<file path="src/rtl/alu_pkg.sv">
// Shared types for the round-robin ALU scheduler: FSM states, ALU op codes
// and the width of the op-select field.
package alu_pkg;

    localparam int SEL_W = 4;

    typedef enum logic [1:0] {
        IDLE,
        EXEC,
        RESP
    } state_t;

    typedef enum logic [2:0] {
        OP_ADD     = 3'd0,
        OP_ABSDIFF = 3'd1,
        OP_GT      = 3'd2,
        OP_AND     = 3'd3,
        OP_OR      = 3'd4,
        OP_XOR     = 3'd5,
        OP_PASS_A  = 3'd6,
        OP_PASS_B  = 3'd7
    } alu_op_t;

endpackage

</file>
<file path="src/rtl/alu.sv">
// Combinational unsigned ALU. sel codes 8..15 pass A through and flag err.
module alu
    import alu_pkg::*;
#(
    parameter int width = 5
) (
    input  logic [width:0]     a,
    input  logic [width:0]     b,
    input  logic [SEL_W-1:0]   sel,
    output logic [width:0]     x,
    output logic               err
);

    function automatic logic [width:0] abs_diff(input logic [width:0] p, input logic [width:0] q);
        return (p >= q) ? (p - q) : (q - p);
    endfunction

    always_comb begin
        x   = a;
        err = sel[SEL_W-1];
        if (!sel[SEL_W-1]) begin
            case (alu_op_t'(sel[2:0]))
                OP_ADD:     x = a + b;
                OP_ABSDIFF: x = abs_diff(a, b);
                OP_GT:      x = {{width{1'b0}}, (a > b)};
                OP_AND:     x = a & b;
                OP_OR:      x = a | b;
                OP_XOR:     x = a ^ b;
                OP_PASS_A:  x = a;
                OP_PASS_B:  x = b;
            endcase
        end
    end

endmodule

</file>
<file path="src/rtl/rr_arbiter.sv">
// Round-robin arbiter: searches ptr+1, ptr+2, ... modulo NREQ and grants the
// first valid request. Grant is one-hot or zero; nothing is granted when en=0.
module rr_arbiter #(
    parameter int NREQ = 4,
    localparam int IDW = $clog2(NREQ)
) (
    input  logic [NREQ-1:0] req,
    input  logic [IDW-1:0]  ptr,
    input  logic            en,
    output logic [NREQ-1:0] grant,
    output logic [IDW-1:0]  winner
);

    logic           found;
    logic [IDW-1:0] idx;

    always_comb begin
        grant  = '0;
        winner = '0;
        found  = 1'b0;
        idx    = '0;
        for (int i = 1; i <= NREQ; i++) begin
            idx = IDW'((int'(ptr) + i) % NREQ);
            if (en && !found && req[idx]) begin
                grant[idx] = 1'b1;
                winner     = idx;
                found      = 1'b1;
            end
        end
    end

endmodule

</file>
<file path="src/rtl/alu_rr_scheduler.sv">
// Shares one ALU between NREQ requesters: round-robin grant in IDLE, operands
// latched on accept, result registered in EXEC and held in RESP until taken.
module alu_rr_scheduler
    import alu_pkg::*;
#(
    parameter int width = 5,
    parameter int NREQ  = 4,
    localparam int IDW  = $clog2(NREQ)
) (
    input  logic                      i_clk,
    input  logic                      i_rst_n,
    input  logic [NREQ-1:0]           i_req_valid,
    output logic [NREQ-1:0]           o_req_ready,
    input  logic [NREQ*(width+1)-1:0] i_req_A,
    input  logic [NREQ*(width+1)-1:0] i_req_B,
    input  logic [NREQ*SEL_W-1:0]     i_req_sel,
    output logic                      o_rsp_valid,
    input  logic                      i_rsp_ready,
    output logic [width:0]            o_rsp_X,
    output logic [IDW-1:0]            o_rsp_id,
    output logic                      o_rsp_err,
    output logic                      o_busy
);

    state_t           state, state_nxt;
    logic [IDW-1:0]   rr_ptr;
    logic [NREQ-1:0]  grant;
    logic [IDW-1:0]   winner;
    logic             arb_en;

    logic [width:0]   op_a_p0;
    logic [width:0]   op_b_p0;
    logic [SEL_W-1:0] op_sel_p0;
    logic [IDW-1:0]   op_id_p0;

    logic [width:0]   alu_x;
    logic             alu_err;

    // Gate with reset so no requester sees ready while reset is asserted.
    assign arb_en      = (state == IDLE) && i_rst_n;
    assign o_req_ready = grant;
    assign o_busy      = (state != IDLE);

    rr_arbiter #(.NREQ(NREQ)) u_arb (
        .req    (i_req_valid),
        .ptr    (rr_ptr),
        .en     (arb_en),
        .grant  (grant),
        .winner (winner)
    );

    always_comb begin
        state_nxt = state;
        case (state)
            IDLE:    if (|grant) state_nxt = EXEC;
            EXEC:    state_nxt = RESP;
            RESP:    if (i_rsp_ready) state_nxt = IDLE;
            default: state_nxt = IDLE;
        endcase
    end

    always_ff @(posedge i_clk or negedge i_rst_n) begin
        if (!i_rst_n) begin
            state  <= IDLE;
            rr_ptr <= IDW'(NREQ - 1);
        end else begin
            state <= state_nxt;
            if (state == IDLE && |grant) rr_ptr <= winner;
        end
    end

    // Stage p0: operands of the granted requester, frozen for the whole op.
    always_ff @(posedge i_clk) begin
        if (state == IDLE && |grant) begin
            op_a_p0   <= i_req_A[int'(winner)*(width+1) +: (width+1)];
            op_b_p0   <= i_req_B[int'(winner)*(width+1) +: (width+1)];
            op_sel_p0 <= i_req_sel[int'(winner)*SEL_W +: SEL_W];
            op_id_p0  <= winner;
        end
    end

    alu #(.width(width)) u_alu (
        .a   (op_a_p0),
        .b   (op_b_p0),
        .sel (op_sel_p0),
        .x   (alu_x),
        .err (alu_err)
    );

    // Stage p1: response register, held under back-pressure.
    always_ff @(posedge i_clk or negedge i_rst_n) begin
        if (!i_rst_n) begin
            o_rsp_valid <= 1'b0;
            o_rsp_X     <= '0;
            o_rsp_id    <= '0;
            o_rsp_err   <= 1'b0;
        end else if (state == EXEC) begin
            o_rsp_valid <= 1'b1;
            o_rsp_X     <= alu_x;
            o_rsp_id    <= op_id_p0;
            o_rsp_err   <= alu_err;
        end else if (state == RESP && i_rsp_ready) begin
            o_rsp_valid <= 1'b0;
        end
    end

endmodule

</file>
<file path="config.mk">
export PLATFORM = sky130hd
export DESIGN_NAME = alu_rr_scheduler
export DESIGN_NICKNAME = d
export VERILOG_FILES = /design/src/rtl/alu_pkg.sv /design/src/rtl/alu.sv /design/src/rtl/rr_arbiter.sv /design/src/rtl/alu_rr_scheduler.sv
export SDC_FILE = /design/constraint.sdc
export NUM_CORES = 1
export LEC_CHECK = 0
export ABC_AREA = 1
export CAP_MARGIN = 0
export CELL_PAD_IN_SITES_DETAIL_PLACEMENT = 0
export CELL_PAD_IN_SITES_GLOBAL_PLACEMENT = 2
export CORE_AREA = 3 3 101 142
export CTS_CLUSTER_DIAMETER = 100
export DETAILED_ROUTE_END_ITERATION = 10
export DIE_AREA = 0 0 104 145
export MAX_ROUTING_LAYER = met4
export PLACE_DENSITY_LB_ADDON = 0.15
export REMOVE_ABC_BUFFERS = 1
export SLEW_MARGIN = 20
export SYNTH_ARGS = -nofsm -noshare
export SYNTH_HDL_FRONTEND = slang
export SYNTH_SLANG_ARGS = --single-unit
</file>
<file path="constraint.sdc">
create_clock -name i_clk -period 3.5 [get_ports i_clk]
set_input_delay 0.7 -clock i_clk [delete_from_list [all_inputs] [get_ports i_clk]]
set_output_delay 0.7 -clock i_clk [all_outputs]
set_load 0.01 [all_outputs]
</file>
==> run_results.csv <==
group,metric,value,unit
timing,fmax,0.297,GHz
clock_network,hold_buffers,0,
detailed_routing,vias,3520,
detailed_routing,viasPerCell,4.34,
timing,slew-limit-headroom,0.392,
detailed_routing,drc_errors,0,
power_and_ir_drop,p_leak,2.40,nW
finish,drive_gt1_frac,0.0731,
synth,synth_warnings,0,
timing,tightestPinTransition,906,ps
detailed_routing,m1WireLength,4.49,mm
synth,syn-cell-area,3540,sq um
synth,ys_types,35,
clock_network,max-clock-path-buffers,2,
synth,ys_seq_elements,32,
worst_hold_path,worstHoldPathType,"flop to flop",
die,start_util,0.267,
critical_path,critPathMostFrequentCell,"nand3_1",
synth,synth_top_area_share,0.197,
finish,area_growth,34.5,%
detailed_routing,drtAntennaViolNets,0,
power_and_ir_drop,p_total,4.43,mW
global_routing,grt_max_degree,35,
global_routing,grt_first_pass_wirelength,17.2,mm
detailed_routing,dr.pass1.iters,4,
critical_path,crit_fanout,7,
synth,synth_area_leaders,"nand2_1 (20%), edfxtp_1 (15%), inv_1 (11%)",
timing,slew_viol_final,0,
clock_network,tritoncts,"yes",
detailed_routing,wl_met2,5.72,mm
die,die_y,145,um
critical_path,end_kind,"output port",
place,place_area,4560,sq um
critical_path,cp_data_arrival_time,2660,ps
timing,finalCritPeriodShare,0.961,
die,core_area,13300,sq um
place,post-place-ws,263,ps
global_routing,antenna_found_initial,0,
timing,setup_ws,137,ps
global_routing,grt-ovfl-total,0,
detailed_routing,drt-total-wl,10.8,mm
die,die_x,104,um
critical_path,path_cells,"inv_1 -> ha_2 -> nand3_2 -> nand2_4 -> nand2_2 -> nor2_2 -> nand3_1 -> nand3_1 -> clkdlybuf4s50_1",
finish,finish.net_count,733,
synth,synth_edf_count,18,
clock_network,numCtsBuffers,5,
finish,final_cells,811,
synth,yosys.area.top_type,"nand2_1",
critical_path,crit_required,2800,ps
synth,synth_cells,540,
global_routing,grt_util_all_layers,0.146,
timing,setup_violations,0,
critical_path,slowest_stage,"clkdlybuf4s50_1",
place,port_buffers,85,
synth,ys_seq_area_frac,0.253,
critical_path,critical-path-max-stage-delay,550,ps
die,die-area,15100,sq um
die,ios,86,
critical_path,crit_type,"flop to output port",
clock_network,clock_sinks,32,
clock_network,cts_max_level,2,
finish,antenna_cells,0,
power_and_ir_drop,powerDensity,931,nW/um^2
place,finalWeightedCongestion,0.916,
detailed_routing,drtIter0Drc,148,
flow_run,max_cap_viol_count,0,
synth,synth_area_per_cell,6.55,sq um
synth,synth_top_flop_cell,"edfxtp_1",
global_routing,grt_pass1_vias,3452,
place,place.detailed.hpwl,8.89,mm
critical_path,cp_top_family,"simple AND/OR/NAND/NOR gates",
critical_path,critPathBufInv,2,
detailed_routing,wl_met3,240,um
timing,skew,5.67,ps
power_and_ir_drop,peakVddDrop,0.241,mV
finish,final_area,4760,sq um
place,place_inst,800,
detailed_routing,wire_per_inst,13.3,um
outcome,run_status,"finished, final reports clean",
timing,hold_viol_final,0,
clock_network,path_clk_slew,50,ps
clock_network,cts_root_buffer,"clkbuf_16",
die,num_rows,50,
finish,fin_util,0.359,
synth,async_flop_share,0.438,
critical_path,worst_setup_path_start_kind,"flop",
timing,layout_min_cycle_time,3360,ps
clock_network,worstSkewPairLatency,270,ps
detailed_routing,top_layer,"met4",
layout make-up:
type                            count  area, sq um
Inverter                          112          423
Tap cell                          182          228
Sequential cell                    32          893
Timing Repair Buffer               92          903
Clock inverter                      2         35.0
Multi-Input combinational cell    385         2140
Clock buffer                        6          129
Fill cell                        1519         8510
routing by layer:
metal,track usage,up-vias
met5,-,-
met3,0.0125,19
met2,0.256,65
li1,-,1858
met1,0.170,1578
met4,0.0619,0
Yosys cell counts, types with 2 or more instances:
cell type and n:
dfstp_2 2, edfxtp_1 18, nand3_1 57, nand2_2 5
nand4_1 11, o2111ai_1 3, clkbuf_1 2, buf_2 5
buf_6 5, nor2_1 19, dfrtp_1 12, fa_1 3
o21ai_0 10, o21ai_2 2, xnor2_1 2, nand3b_1 2
nor2_4 2, inv_1 108, xor2_1 8, inv_2 3
nand3_2 11, nand2_1 186, a21oi_1 16, nor3_1 5
ha_1 31, o211ai_1 3
power by group:
| part | total, mW | leakage [nW] | switching, mW | internal [mW] |
|---|---|---|---|---|
| clock | 0.478 | 0.0808 | 0.145 | 0.334 |
| sequential | 0.879 | 0.338 | 0.176 | 0.703 |
| combinational | 3.07 | 1.98 | 1.98 | 1.09 |
registers in the layout, indices dropped and copies added, names as in the netlist, 2 cells and up:
name       flops
o_rsp_id       2
op_sel_p0      4
state          2
op_id_p0       2
op_a_p0        6
op_b_p0        6
o_rsp_X        6
rr_ptr         2
worst min-delay path: cells and delay by family, from the launching register on:
family           cells  cell delay [ps]
flip-flops           1              310
AND/OR/NAND/NOR      2              100
what timing repair did:
| action | 4_1_cts | 5_1_grt |
|---|---|---|
| setup buffers | 0 | 2 |
| endpoints found under the setup margin | 0 | 4 |
| resized for setup | 0 | 2 |
cells by family (layout without fill, tap and decap cells):
logic type | Yosys count | count (layout) | synth area share
and+or+nand+nor | 300 | 301 | 0.380
adders and majority gates | 34 | 34 | 0.127
AOI/OAI and AO/OA | 40 | 40 | 0.0708
buffers and inverters | 124 | 212 | 0.145
DFF | 32 | 32 | 0.253
xor gates and xnor gates | 10 | 10 | 0.0248
stage by stage:
stage	TNS [ps]	hold slack (ps)
floorplan	0	404
global placement	0	453
detailed placement	0	451
CTS	0	461
global route	-11.4	494
finish	0	452
cell usage in the layout (no fill, tap or decap), types with 3 or more instances in the layout:
cell,n
nor2_1,19
o21ai_0,10
a21oi_1,16
dfrtp_1,12
inv_1,108
o211ai_1,3
nor2_4,3
ha_1,30
edfxtp_1,18
nor3_1,5
nand2_2,5
nand2_1,186
nand4_1,11
clkdlybuf4s50_1,85
buf_4,7
clkbuf_16,5
nand3_1,57
xor2_1,8
fa_1,3
nand3_2,11
o2111ai_1,3
inv_2,3
final timing paths:
check	start	end	slack, ps	cells after the start
setup / recovery	rr_ptr[1]$_DFFE_PN1P_	o_req_ready[3]	140	9
hold / removal	op_id_p0[1]$_DFFE_PP_	o_rsp_id[1]$_DFFE_PN0P_	450	2
setup reg to reg	rr_ptr[1]$_DFFE_PN1P_	op_b_p0[3]$_DFFE_PP_	400	15
hold reg to reg	op_id_p0[1]$_DFFE_PP_	o_rsp_id[1]$_DFFE_PN0P_	450	2
max in group asynchronous	i_rst_n	rr_ptr[0]$_DFFE_PN1P_	2500	2
min in group asynchronous	i_rst_n	state[0]$_DFFE_PN0P_	760	2
(Power assumes the default switching activity.)
